===== src/rtl/demux_pkg.sv =====
`default_nettype none
// ============================================================================
// Module      : demux_pkg
// Description : Shared types and constants for the registered 1:4 demux.
//               The macro DEMUX_CNT_EN enables per-lane delivered-word counters.
// Revision    : 1.0 - initial release
// ============================================================================
package demux_pkg;

   localparam int DEMUX_WIDTH = 48;
   localparam int DEMUX_LANES = 4;
   localparam int CNT_W       = 16;

   // Destination select encoding carried on in_sel
   typedef enum logic [1:0] {
      LANE0 = 2'b00,
      LANE1 = 2'b01,
      LANE2 = 2'b10,
      LANE3 = 2'b11
   } lane_sel_t;

   // One-hot decode of a lane select
   function automatic logic [DEMUX_LANES-1:0] sel_decode(input logic [1:0] sel);
      return DEMUX_LANES'(1) << sel;
   endfunction

endpackage : demux_pkg
`default_nettype wire


===== src/rtl/demux_lane.sv =====
`default_nettype none
// ============================================================================
// Module      : demux_lane
// Description : One output lane of the demux: a single-word holding register
//               with valid/ready handshake. A load in the same cycle as a
//               delivery replaces the word and keeps the lane valid.
//               With DEMUX_CNT_EN defined, a 16-bit wrapping counter tracks
//               delivered words.
// Revision    : 1.0 - initial release
// ============================================================================
module demux_lane
   import demux_pkg::*;
#(
   parameter int WIDTH = DEMUX_WIDTH
) (
   input  logic             i_clk,
   input  logic             i_rst,
   input  logic             i_load,
   input  logic [WIDTH-1:0] i_data,
   input  logic             i_ready,
   output logic [WIDTH-1:0] o_data,
   output logic             o_valid
`ifdef DEMUX_CNT_EN
   ,
   output logic [CNT_W-1:0] o_cnt
`endif
);

   logic [WIDTH-1:0] r_data;
   logic             r_valid;
   logic             w_deliver;

   assign w_deliver = r_valid & i_ready;

   // Holding register: load wins over deliver; the data is kept after delivery
   always_ff @(posedge i_clk) begin
      if (i_rst) begin
         r_data  <= '0;
         r_valid <= 1'b0;
      end else if (i_load) begin
         r_data  <= i_data;
         r_valid <= 1'b1;
      end else if (w_deliver) begin
         r_valid <= 1'b0;
      end
   end

   assign o_data  = r_data;
   assign o_valid = r_valid;

`ifdef DEMUX_CNT_EN
   logic [CNT_W-1:0] r_cnt;

   // Delivered-word counter, wraps naturally at 16 bits
   always_ff @(posedge i_clk) begin
      if (i_rst) begin
         r_cnt <= '0;
      end else if (w_deliver) begin
         r_cnt <= r_cnt + 1'b1;
      end
   end

   assign o_cnt = r_cnt;
`endif

endmodule : demux_lane
`default_nettype wire


===== src/rtl/demux1_4_reg.sv =====
`default_nettype none
// ============================================================================
// Module      : demux1_4_reg
// Description : Registered 1-to-4 demultiplexer for the 48-bit P-side
//               datapath. Each lane has its own valid/ready handshake, so a
//               stalled lane never blocks words addressed to other lanes.
//               Optional feature macro: DEMUX_CNT_EN (per-lane counters).
// Revision    : 1.0 - initial release
// ============================================================================
module demux1_4_reg
   import demux_pkg::*;
#(
   parameter int WIDTH = DEMUX_WIDTH
) (
   input  logic             CLK,
   input  logic             RST,
   input  logic [WIDTH-1:0] in_data,
   input  logic [1:0]       in_sel,
   input  logic             in_valid,
   output logic             in_ready,
   output logic [WIDTH-1:0] out0,
   output logic [WIDTH-1:0] out1,
   output logic [WIDTH-1:0] out2,
   output logic [WIDTH-1:0] out3,
   output logic [3:0]       out_valid,
   input  logic [3:0]       out_ready
`ifdef DEMUX_CNT_EN
   ,
   output logic [CNT_W-1:0] cnt0,
   output logic [CNT_W-1:0] cnt1,
   output logic [CNT_W-1:0] cnt2,
   output logic [CNT_W-1:0] cnt3
`endif
);

   logic                   w_accept;
   logic [DEMUX_LANES-1:0] w_load;
   logic [DEMUX_LANES-1:0] w_valid;
   logic [WIDTH-1:0]       w_data [DEMUX_LANES];
`ifdef DEMUX_CNT_EN
   logic [CNT_W-1:0]       w_cnt  [DEMUX_LANES];
`endif

   // Only the addressed lane decides whether the word can be taken; a lane
   // that is delivering this cycle frees its slot for a simultaneous load
   assign in_ready = !w_valid[in_sel] || out_ready[in_sel];
   assign w_accept = in_valid && in_ready;
   assign w_load   = w_accept ? sel_decode(in_sel) : '0;

   generate
      for (genvar n = 0; n < DEMUX_LANES; n++) begin : g_lane
         demux_lane #(
            .WIDTH   (WIDTH)
         ) u_lane (
            .i_clk   (CLK),
            .i_rst   (RST),
            .i_load  (w_load[n]),
            .i_data  (in_data),
            .i_ready (out_ready[n]),
            .o_data  (w_data[n]),
            .o_valid (w_valid[n])
`ifdef DEMUX_CNT_EN
            ,
            .o_cnt   (w_cnt[n])
`endif
         );
      end
   endgenerate

   assign out0      = w_data[0];
   assign out1      = w_data[1];
   assign out2      = w_data[2];
   assign out3      = w_data[3];
   assign out_valid = w_valid;

`ifdef DEMUX_CNT_EN
   assign cnt0 = w_cnt[0];
   assign cnt1 = w_cnt[1];
   assign cnt2 = w_cnt[2];
   assign cnt3 = w_cnt[3];
`endif

endmodule : demux1_4_reg
`default_nettype wire


===== config.mk =====
export PLATFORM = sky130hd
export DESIGN_NAME = demux1_4_reg
export DESIGN_NICKNAME = d
export VERILOG_FILES = /design/src/rtl/demux_pkg.sv /design/src/rtl/demux_lane.sv /design/src/rtl/demux1_4_reg.sv
export SDC_FILE = /design/constraint.sdc
export NUM_CORES = 1
export LEC_CHECK = 0
export ABC_AREA = 1
export CELL_PAD_IN_SITES_DETAIL_PLACEMENT = 0
export CELL_PAD_IN_SITES_GLOBAL_PLACEMENT = 1
export CORE_ASPECT_RATIO = 1.75
export CORE_MARGIN = 2
export CORE_UTILIZATION = 39
export CTS_CLUSTER_SIZE = 20
export DETAILED_ROUTE_END_ITERATION = 10
export DONT_BUFFER_PORTS = 1
export PLACE_DENSITY = 0.84
export SLEW_MARGIN = 0
export SYNTH_ARGS = -nofsm -noshare
export SYNTH_HDL_FRONTEND = slang
export SYNTH_SLANG_ARGS = --single-unit

===== constraint.sdc =====
create_clock -name CLK -period 1.2 [get_ports CLK]
set_input_delay 0.12 -clock CLK [delete_from_list [all_inputs] [get_ports CLK]]
set_output_delay 0.12 -clock CLK [all_outputs]
set_load 0.01 [all_outputs]

==> summary.log <==
qor: global_routing.most_heavily_used_metal_layer_in_global_routing met2
qor: power.clockPowerShare 36.9%
qor: layout.antennaDiodeCount 0
qor: placement.port_buffers 0
qor: synth.ys_async_sr_fraction 0%
qor: power.cell_internal_pwr 0.0106 W
qor: power.leak_pwr 5.94 nW
qor: synth.synth_nets 1603
qor: route.first_pass_iteration_count_of_the_detailed_router 7
qor: global_routing.aggregate_global_route_resource_usage 23.8%
qor: cts.clock_latency 450 ps
qor: route.wire_per_inst 16.9 um
qor: cts.clock_tree.htree_level_count 4
qor: placement.hpwl 18.8 mm
qor: power.vdd.ir_drop.worst 1200 uV
qor: synth.yosysSeqAreaShare 40.8%
qor: synth.synth_area_per_cell 6.21 um^2
qor: die.die_w 123 um
qor: critical_path.required 1590 ps
qor: sta.finalCriticalPeriod 1490 ps
qor: route.vias 8930
qor: sta.setup_slack -289 ps
qor: sta.final.setup.tns -45720 ps
qor: synth.ys_seq_elements 196
qor: route.route.antenna.remaining_nets 0
qor: cts.root_buffer sky130_fd_sc_hd__clkbuf_16
qor: sta.finalClockSkew 5.20 ps
qor: layout.nFillCells 2530
qor: sta.max_freq 0.672 GHz
qor: synth.synth_edf_count 0
qor: die.floorplan.die.height 212 um
qor: global_routing.grt_first_pass_wirelength 46.8 mm
qor: layout.multi_input_gate_area 3980 um^2
qor: critical_path.worst_setup_path_startpoint g_lane[3].u_lane.o_valid$_SDFFE_PP0P_
qor: placement.dp_cells 1792
qor: synth.synthFlopType sky130_fd_sc_hd__dfxtp_1
qor: critical_path.critical_path.endpoint_type flop
qor: sta.finalCritPeriodShare 124%
qor: sta.finalSetupViolCount 197
qor: synth.netlist_area 9610 um^2
qor: sta.hold_ws -131 ps
qor: cts.cts.clk_slew.worst_paths 80 ps
qor: power.power.total 0.0151 W
qor: layout.net_total_in_the_final_layout 1592
qor: global_routing.groute.layer.met3.usage 7.06%
qor: layout.final_design_area_excluding_fillers 11700 um^2
qor: critical_path.crit-reg2reg-launch g_lane[3].u_lane.o_valid$_SDFFE_PP0P_
qor: power.power_per_cell_area 1290 nW/um^2
qor: worst_hold_path.timing.hold.worst.class in -> reg
qor: global_routing.grt_antenna_before_repair 1
qor: global_routing.vias_in_the_first_global_route 8163
qor: critical_path.critPathKind reg -> reg
qor: global_routing.gr-usage-met1 25.6%
qor: die.io-pin-count 254
qor: critical_path.worst_ep_arrival_time 1880 ps
qor: layout.regArea 3930 um^2
qor: global_routing.globalRouteOverflowTotal 0
qor: worst_hold_path.hp-start in_valid
qor: sta.timing.slew.headroom 55.0%
qor: placement.gp_congestion 0.792
qor: die.design.core.area 24400 um^2
qor: route.postRouteWirelength 31.5 mm
qor: die.std_cell_rows 76
qor: critical_path.crit_path_start_kind flop
qor: power.seqPwrFrac 48.5%
qor: route.drc_violation_count_after_routing 0
qor: global_routing.groute.layer.met2.usage 41.7%
qor: placement.detailedPlace.worstSlack -209 ps
qor: outcome.violations hold timing, setup timing
qor: synth.synth_cell_types 16
qor: layout.area.growth.synth_to_final 21.6%
qor: outcome.run_status finished with violations
qor: cts.tritoncts yes
qor: power.pwr-share-comb 14.5%
qor: global_routing.grt_max_degree 197
qor: route.drt_iter0_markers 445
qor: placement.post_dp_cell_area 10100 um^2
qor: sta.rsz0062_at_grt true
qor: cts.maximum_buffer_depth_of_the_clock_tree 2
qor: sta.hold_viol 112
qor: critical_path.critPathMaxFanout 8
qor: power.p_sw_share 29.5%
qor: synth.syn_inst 1546
qor: synth.yosysWarningCount 0
qor: layout.final_cells 1860
qor: job.drv_cap 0
qor: cts.cts.sinks 196
qor: die.design.die.area 26000 um^2
qor: die.effective_utilization_at_floorplan 39.3%
qor: route.detail_route.vias_per_cell 4.80
qor: sta.max_slew_violations 0
qor: power.total_switching_power 0.00445 W
qor: layout.drive_above_1_share 17.8%
qor: sta.worst-slew-pin-transition 674 ps
qor: cts.cts-buffers-inserted 17
cell families after synthesis:
family / after synthesis / synth area share [%]
and+or+nand+nor: 797 / 36.6
buffers and inverters: 549 / 22.3
AOI/OAI and AO/OA: 4 / 0.208
DFF: 196 / 40.8
power by group through the flow:
| stage | Sequential (W) | Combinational, W | Clock [W] |
|---|---|---|---|
| 3_5_place_dp | 0.00748 | 0.00180 | 0 |
| 6_report | 0.00732 | 0.00219 | 0.00557 |
| 4_1_cts | 0.00732 | 0.00197 | 0.00575 |
| 3_3_place_gp | 0.00747 | 0.00177 | 0 |
| 2_1_floorplan | 0.00734 | 0.00145 | 0 |
| 5_1_grt | 0.00735 | 0.00248 | 0.00597 |
repair_timing:
item / CTS / global route
resized for setup: 21 / 153
setup buffers: 9 / 4
endpoints found under the hold margin: 196 / 183
gates cloned: 10 / 6
pin swaps: 6 / 51
endpoints found under the setup margin: 197 / 197
hold buffers: 5 / 4
cell type report:
class                   count  area share (%)
multi-input cells         801            34.0
flip-flops and latches    196            33.6
inverters                 440            14.2
repair buffers             79            10.1
clock buffers              20            3.82
well taps                 312            3.34
clock inverters            12           0.910
metal layers:
metal | vias up | part of all wire, %
met1 | 4007 | 38
li1 | 4533 | -
met4 | 2 | 4.2
met2 | 319 | 51
met3 | 69 | 6.8
met5 | - | 0.041
worst max-delay path: stages, from the launching register on:
cell	delay (ps)
sky130_fd_sc_hd__dfxtp_2	320
sky130_fd_sc_hd__nand2_1	50
sky130_fd_sc_hd__nand2_1	50
sky130_fd_sc_hd__nand2_1	60
sky130_fd_sc_hd__nand2_2	80
sky130_fd_sc_hd__nand2_8	130
sky130_fd_sc_hd__buf_12	140
sky130_fd_sc_hd__nand3_4	90
sky130_fd_sc_hd__buf_12	190
sky130_fd_sc_hd__buf_8	140
sky130_fd_sc_hd__nand2_2	60
sky130_fd_sc_hd__inv_2	30
sky130_fd_sc_hd__nor2_1	90
final timing paths:
| check | to | slack (ps) | cells after the start |
|---|---|---|---|
| hold reg to reg | g_lane[2].u_lane.o_data[7]$_SDFFE_PP0P_ | 510 | 4 |
| setup reg to reg | g_lane[0].u_lane.o_data[30]$_SDFFE_PP0P_ | -290 | 12 |
| hold / removal | g_lane[0].u_lane.o_data[39]$_SDFFE_PP0P_ | -130 | 3 |
| setup / recovery | g_lane[0].u_lane.o_data[30]$_SDFFE_PP0P_ | -290 | 12 |
synth_stat cells (3+ instances only):
cell / n / area [um^2]
sky130_fd_sc_hd__buf_4: 9 / 67.6
sky130_fd_sc_hd__buf_2: 41 / 205
sky130_fd_sc_hd__buf_1: 27 / 101
sky130_fd_sc_hd__nand3_1: 3 / 15.0
sky130_fd_sc_hd__inv_1: 398 / 1490
sky130_fd_sc_hd__nand4_1: 192 / 1200
sky130_fd_sc_hd__nand3_2: 4 / 40.0
sky130_fd_sc_hd__a21oi_1: 4 / 20.0
sky130_fd_sc_hd__dfxtp_1: 196 / 3920
sky130_fd_sc_hd__clkbuf_1: 32 / 120
sky130_fd_sc_hd__nor2_1: 194 / 728
sky130_fd_sc_hd__inv_2: 42 / 158
sky130_fd_sc_hd__nand2_1: 401 / 1510
sequential cells by signal, summed over array words and instances, names as in the netlist:
register               cells
g_lane.u_lane.o_valid      4
g_lane.u_lane.o_data     192
placed cells by master, fill, tap and decap left out, drive strengths merged:
cell and n:
nand3 7, clkinvlp 4, buf 64, nor2 196, inv 442, dfxtp 196
bufinv 1, nand4 192, a21oi 4, clkinv 5, bufbuf 1, nand2 402
dlygate4sd3 9, clkbuf 25
per-stage QoR:
step                hold slack, ps  util, %
floorplan                      182        -
global placement               186     41.3
detailed placement             186     41.3
CTS                           -147     45.5
global route                  -121     47.8
finish                        -131     47.8
Power figures use the tool's default switching activity.
